[src/rtl/cond_flag_unit.sv]
// Condition-check and flag-register unit: holds NZCV, evaluates the condition field, gates write enables.
// Optional FLAG_FORWARD_EN: condition evaluation sees ALU flags being written by the previous passed instruction.
module cond_flag_unit #(
   parameter logic [3:0] RESET_FLAGS = 4'b0000
) (
   input  logic       clk,
   input  logic       reset,
   input  logic       en,
   input  logic [3:0] Cond,
   input  logic [3:0] ALUFlags,
   input  logic [1:0] FlagW,
   input  logic       NoWrite,
   input  logic       PCS,
   input  logic       RegW,
   input  logic       MemW,
   output logic       PCSrc,
   output logic       RegWrite,
   output logic       MemWrite,
   output logic       CondEx,
   output logic       CondExReg,
   output logic [3:0] Flags
);

   logic [3:0] flags_p1;
   logic       condexreg_p1;
   logic [3:0] eval_flags;

   function automatic logic cond_pass(input logic [3:0] c, input logic [3:0] f);
      logic n, z, cy, v;
      logic r;
      {n, z, cy, v} = f;
      case (c)
         4'b0000: r = z;
         4'b0001: r = ~z;
         4'b0010: r = cy;
         4'b0011: r = ~cy;
         4'b0100: r = n;
         4'b0101: r = ~n;
         4'b0110: r = v;
         4'b0111: r = ~v;
         4'b1000: r = cy & ~z;
         4'b1001: r = ~cy | z;
         4'b1010: r = (n == v);
         4'b1011: r = (n != v);
         4'b1100: r = ~z & (n == v);
         4'b1101: r = z | (n != v);
         4'b1110: r = 1'b1;
         default: r = 1'b0;
      endcase
      return r;
   endfunction

   always_comb begin
      eval_flags = flags_p1;
`ifdef FLAG_FORWARD_EN
      // CondExReg qualifies the previous instruction's flag write as having actually happened.
      if (FlagW[1] & condexreg_p1) eval_flags[3:2] = ALUFlags[3:2];
      if (FlagW[0] & condexreg_p1) eval_flags[1:0] = ALUFlags[1:0];
`endif
   end

   assign CondEx   = cond_pass(Cond, eval_flags);
   assign PCSrc    = PCS & CondEx;
   assign RegWrite = RegW & CondEx & ~NoWrite;
   assign MemWrite = MemW & CondEx;

   // Architectural flag / condition registers
   always_ff @(posedge clk) begin
      if (reset) begin
         flags_p1     <= RESET_FLAGS;
         condexreg_p1 <= 1'b0;
      end else if (en) begin
         if (FlagW[1] & CondEx) flags_p1[3:2] <= ALUFlags[3:2];
         if (FlagW[0] & CondEx) flags_p1[1:0] <= ALUFlags[1:0];
         condexreg_p1 <= CondEx;
      end
   end

   assign Flags     = flags_p1;
   assign CondExReg = condexreg_p1;

endmodule

[config.mk]
export PLATFORM = sky130hd
export DESIGN_NAME = cond_flag_unit
export DESIGN_NICKNAME = d
export VERILOG_FILES = /design/src/rtl/cond_flag_unit.sv
export SDC_FILE = /design/constraint.sdc
export NUM_CORES = 1
export LEC_CHECK = 0
export CAP_MARGIN = 25
export CORE_UTILIZATION = 33
export CTS_CLUSTER_DIAMETER = 120
export DETAILED_ROUTE_END_ITERATION = 6
export HOLD_SLACK_MARGIN = 0.02
export MAX_ROUTING_LAYER = met4
export PLACE_DENSITY = 0.75
export SETUP_SLACK_MARGIN = 0.02
export SYNTH_ARGS = -nofsm -noshare
export SYNTH_HDL_FRONTEND = slang
export SYNTH_SLANG_ARGS = --single-unit
[constraint.sdc]
create_clock -name clk -period 2 [get_ports clk]
set_input_delay 0.3 -clock clk [delete_from_list [all_inputs] [get_ports clk]]
set_output_delay 0.3 -clock clk [all_outputs]
set_load 0.01 [all_outputs]
==> metrics.yaml <==
synthesis:
  syn_nets: 76
  netlist_top_cells_count: "nand2b_1 (9), nor2_1 (6), dfxtp_1 (5)"
  syn_area_per_cell_um2: 7.99
  yosysWarnings: 0
  synth_edf_count: 0
  netlist_area_um2: 472
  synthFlopType: "dfxtp_1"
  post-synth-top-area-cell: "dfxtp_1"
  synth_top_family_by_area: "simple AND/OR/NAND/NOR gates"
  synth.area.mux_share_pct: 11.7
  synth_xor_area_share_pct: 3.71
  synth-seq-area-share_pct: 21.2
  synth_top_area_share_pct: 21.2
  synth_fa_ha_area_share_pct: 0
  ys_types: 28
  async_reset_ff_share_pct: 0
  yosysMostFrequentCell: "nand2b_1"
  synth_seq_cells: 5
  synth_compound_area_share_pct: 21.2
  netlist_instances: 59
  synthTopCellsByArea: "dfxtp_1 (21%), nand2b_1 (12%), mux2i_1 (8.5%)"
  synth-simple-area-share_pct: 38.2
sta:
  grt_setup_unrepaired: "yes"
  fin_ws_ns: -0.259
  period_needed_ns: 2.26
  finalClockSkew_ns: 0.000614
  final-setup-viol-count: 4
  final-max-slew-violation-count: 0
  hold_violations: 0
  worstMarginPinSlew_ns: 0.310
  fmax_mhz: 443
  fin_crit_sh_pct: 113
  tns_ns: -0.845
  slew_headroom_pct: 79.3
routing:
  drtPass1Iterations: 3
  antenna_left: 0
  vias: 584
  viasPerCell: 4.95
  routed_wl_um: 1500
  drtIter0Drc: 5
  wl_per_cell_um: 12.7
  drc: 0
cells_and_area:
  antenna_cells: 0
  nets: 121
  stdcell_area_um2: 928
  syn2layout_area_growth_pct: 96.8
  drive_gt1_share_pct: 39.8
power:
  switching_share_pct: 30.5
  sequentialPowerShare_pct: 26.5
  comb_power_share_pct: 44.3
  p_sw_uw: 127
  p_total_uw: 416
  internal-power_uw: 289
  ir_worst_vdd_mv: 0.318
  p_clk_share_pct: 29.2
  p_leak_nw: 0.375
  p_per_area_nw_per_um2: 448
worst_setup_path:
  required_ns: 1.70
  cp_slowest_stage_delay_ns: 0.36
  crit_path_end_kind: "output port"
  critPathSlowestCell: "a2111oi_4"
  crit_arrival_ns: 1.96
  worstPathCellList: "mux2_4 > a21oi_2 > o311ai_4 > a2111oi_4 > buf_4 > buf_6 > nor2b_1 > buf_2"
  cp-start-kind: "register"
  cp_max_fo: 4
  crit_type: "reg -> out"
  reg2reg_slack_ns: 0.06
floorplan:
  initial_core_util_pct: 35.8
  die_area_um2: 1580
  core_um2: 1320
  die_x_um: 39.8
  io_pins: 26
  die_h_um: 39.8
  row_count: 13
placed_design:
  io_buffers: 25
  dp_slack_ns: -0.904
  dpl_cell_area_um2: 816
  post-dp-hpwl_um: 980
  place_congestion: 0.753
clocking:
  cts_sinks: 5
  cts_max_level: 1
  clkSlewWorstSetupHoldPaths_ns: 0.05
  tritoncts: "done"
  clk_latency_ns: 0.25
  ctsHoldBuffers: 0
  cts_root_buffer: "clkbuf_4"
  cts_buffers: 3
  ctsLongestPathBuffers: 2
grt:
  overflow: 0
  antenna_found_initial: 0
  grt_start_max_net_pins: 11
  grt_pass1_wl_um: 2120
  track_usage_pct: 20.6
  grt_pass1_vias: 518
run_status:
  status: "finished with violations"
  violations: "setup timing"
min_path:
  holdCritPathClass: "reg -> reg"
run:
  cap_violations: 0
[power groups by stage]
stage | Clock, mW | Combinational (mW) | Sequential, mW
2_1_floorplan | 0 | 0.0616 | 0.116
3_3_place_gp | 0 | 0.153 | 0.113
3_5_place_dp | 0 | 0.155 | 0.113
4_1_cts | 0.120 | 0.163 | 0.109
5_1_grt | 0.132 | 0.198 | 0.111
6_report | 0.122 | 0.184 | 0.110
[critical path: cells and delay by family (launching register included)]
kind / cells / cell delay [ns]
AND/OR/NAND/NOR: 1 / 0.04
multiplexers: 1 / 0.27
flip-flops: 1 / 0.35
AO/OA/AOI/OAI: 3 / 0.65
buffers and inverters: 3 / 0.40
[per-stage QoR]
| stage | std cells | utilization (%) | hold WS [ns] |
|---|---|---|---|
| after CTS | 117 | 66.7 | 0.519 |
| after global placement | 109 | 61.9 | 0.499 |
| final | 118 | 70.5 | 0.521 |
| after floorplan | 59 | - | 0.373 |
| after detailed placement | 109 | 61.9 | 0.516 |
| after global routing | 118 | 70.5 | 0.561 |
[what timing repair did]
| item | in CTS | in global routing |
|---|---|---|
| resized for setup | 34 | 14 |
| hold endpoints to repair | 0 | 0 |
| pin swaps | 6 | 9 |
| endpoints found under the setup margin | 9 | 8 |
| buffers inserted | 4 | 1 |
[final cells by class]
type | instances | area [um^2]
Tap cell | 15 | 18.8
Clock buffer | 4 | 26.3
Sequential cell | 5 | 108
Fill cell | 102 | 389
Multi-Input combinational cell | 51 | 417
Timing Repair Buffer | 42 | 355
Inverter | 1 | 3.75
[placed cells by master, fill, tap and decap left out, drive strengths merged]
cell type / count
and2: 1
and2b: 1
a211oi: 1
nor3b: 2
nor4b: 1
inv: 1
xor2: 1
dlygate4sd2: 1
a21oi: 2
xnor2: 1
nor2: 6
nand3: 1
and3b: 1
dfxtp: 5
a22oi: 1
o21a: 1
o311ai: 1
mux2: 1
o21ai: 3
buf: 22
clkdlybuf4s50: 17
nand2b: 9
nand2: 4
nor3: 2
o211ai: 1
a32oi: 1
nor2b: 4
clkbuf: 5
a2111oi: 1
clkdlybuf4s15: 1
mux2i: 4
[worst paths after layout]
path	start	endpoint	depth (start not counted)
max reg2reg	Flags[2]	Flags[3]	9
max	Flags[2]	PCSrc	8
min	CondExReg	CondExReg	2
min reg2reg	CondExReg	CondExReg	2
[cells by family (layout without fill, tap and decap cells)]
| kind of cell | after synthesis | in the layout |
|---|---|---|
| simple gates | 32 | 32 |
| compound gates | 12 | 12 |
| mux | 5 | 5 |
| flops | 5 | 5 |
| buf+inv | 3 | 47 |
| xor+xnor | 2 | 2 |
[layer usage]
layer	vias to the layer above	part of all wire [%]	global-route usage, %
met2	18	57	35.7
met4	0	0.80	7.76
met5	-	0	-
li1	298	-	-
met3	3	4.5	5.11
met1	265	38	22.6
[sequential cells by signal (all words and copies together) (netlist names)]
signal and cells:
Flags 4, CondExReg 1
(Power assumes the default switching activity.)
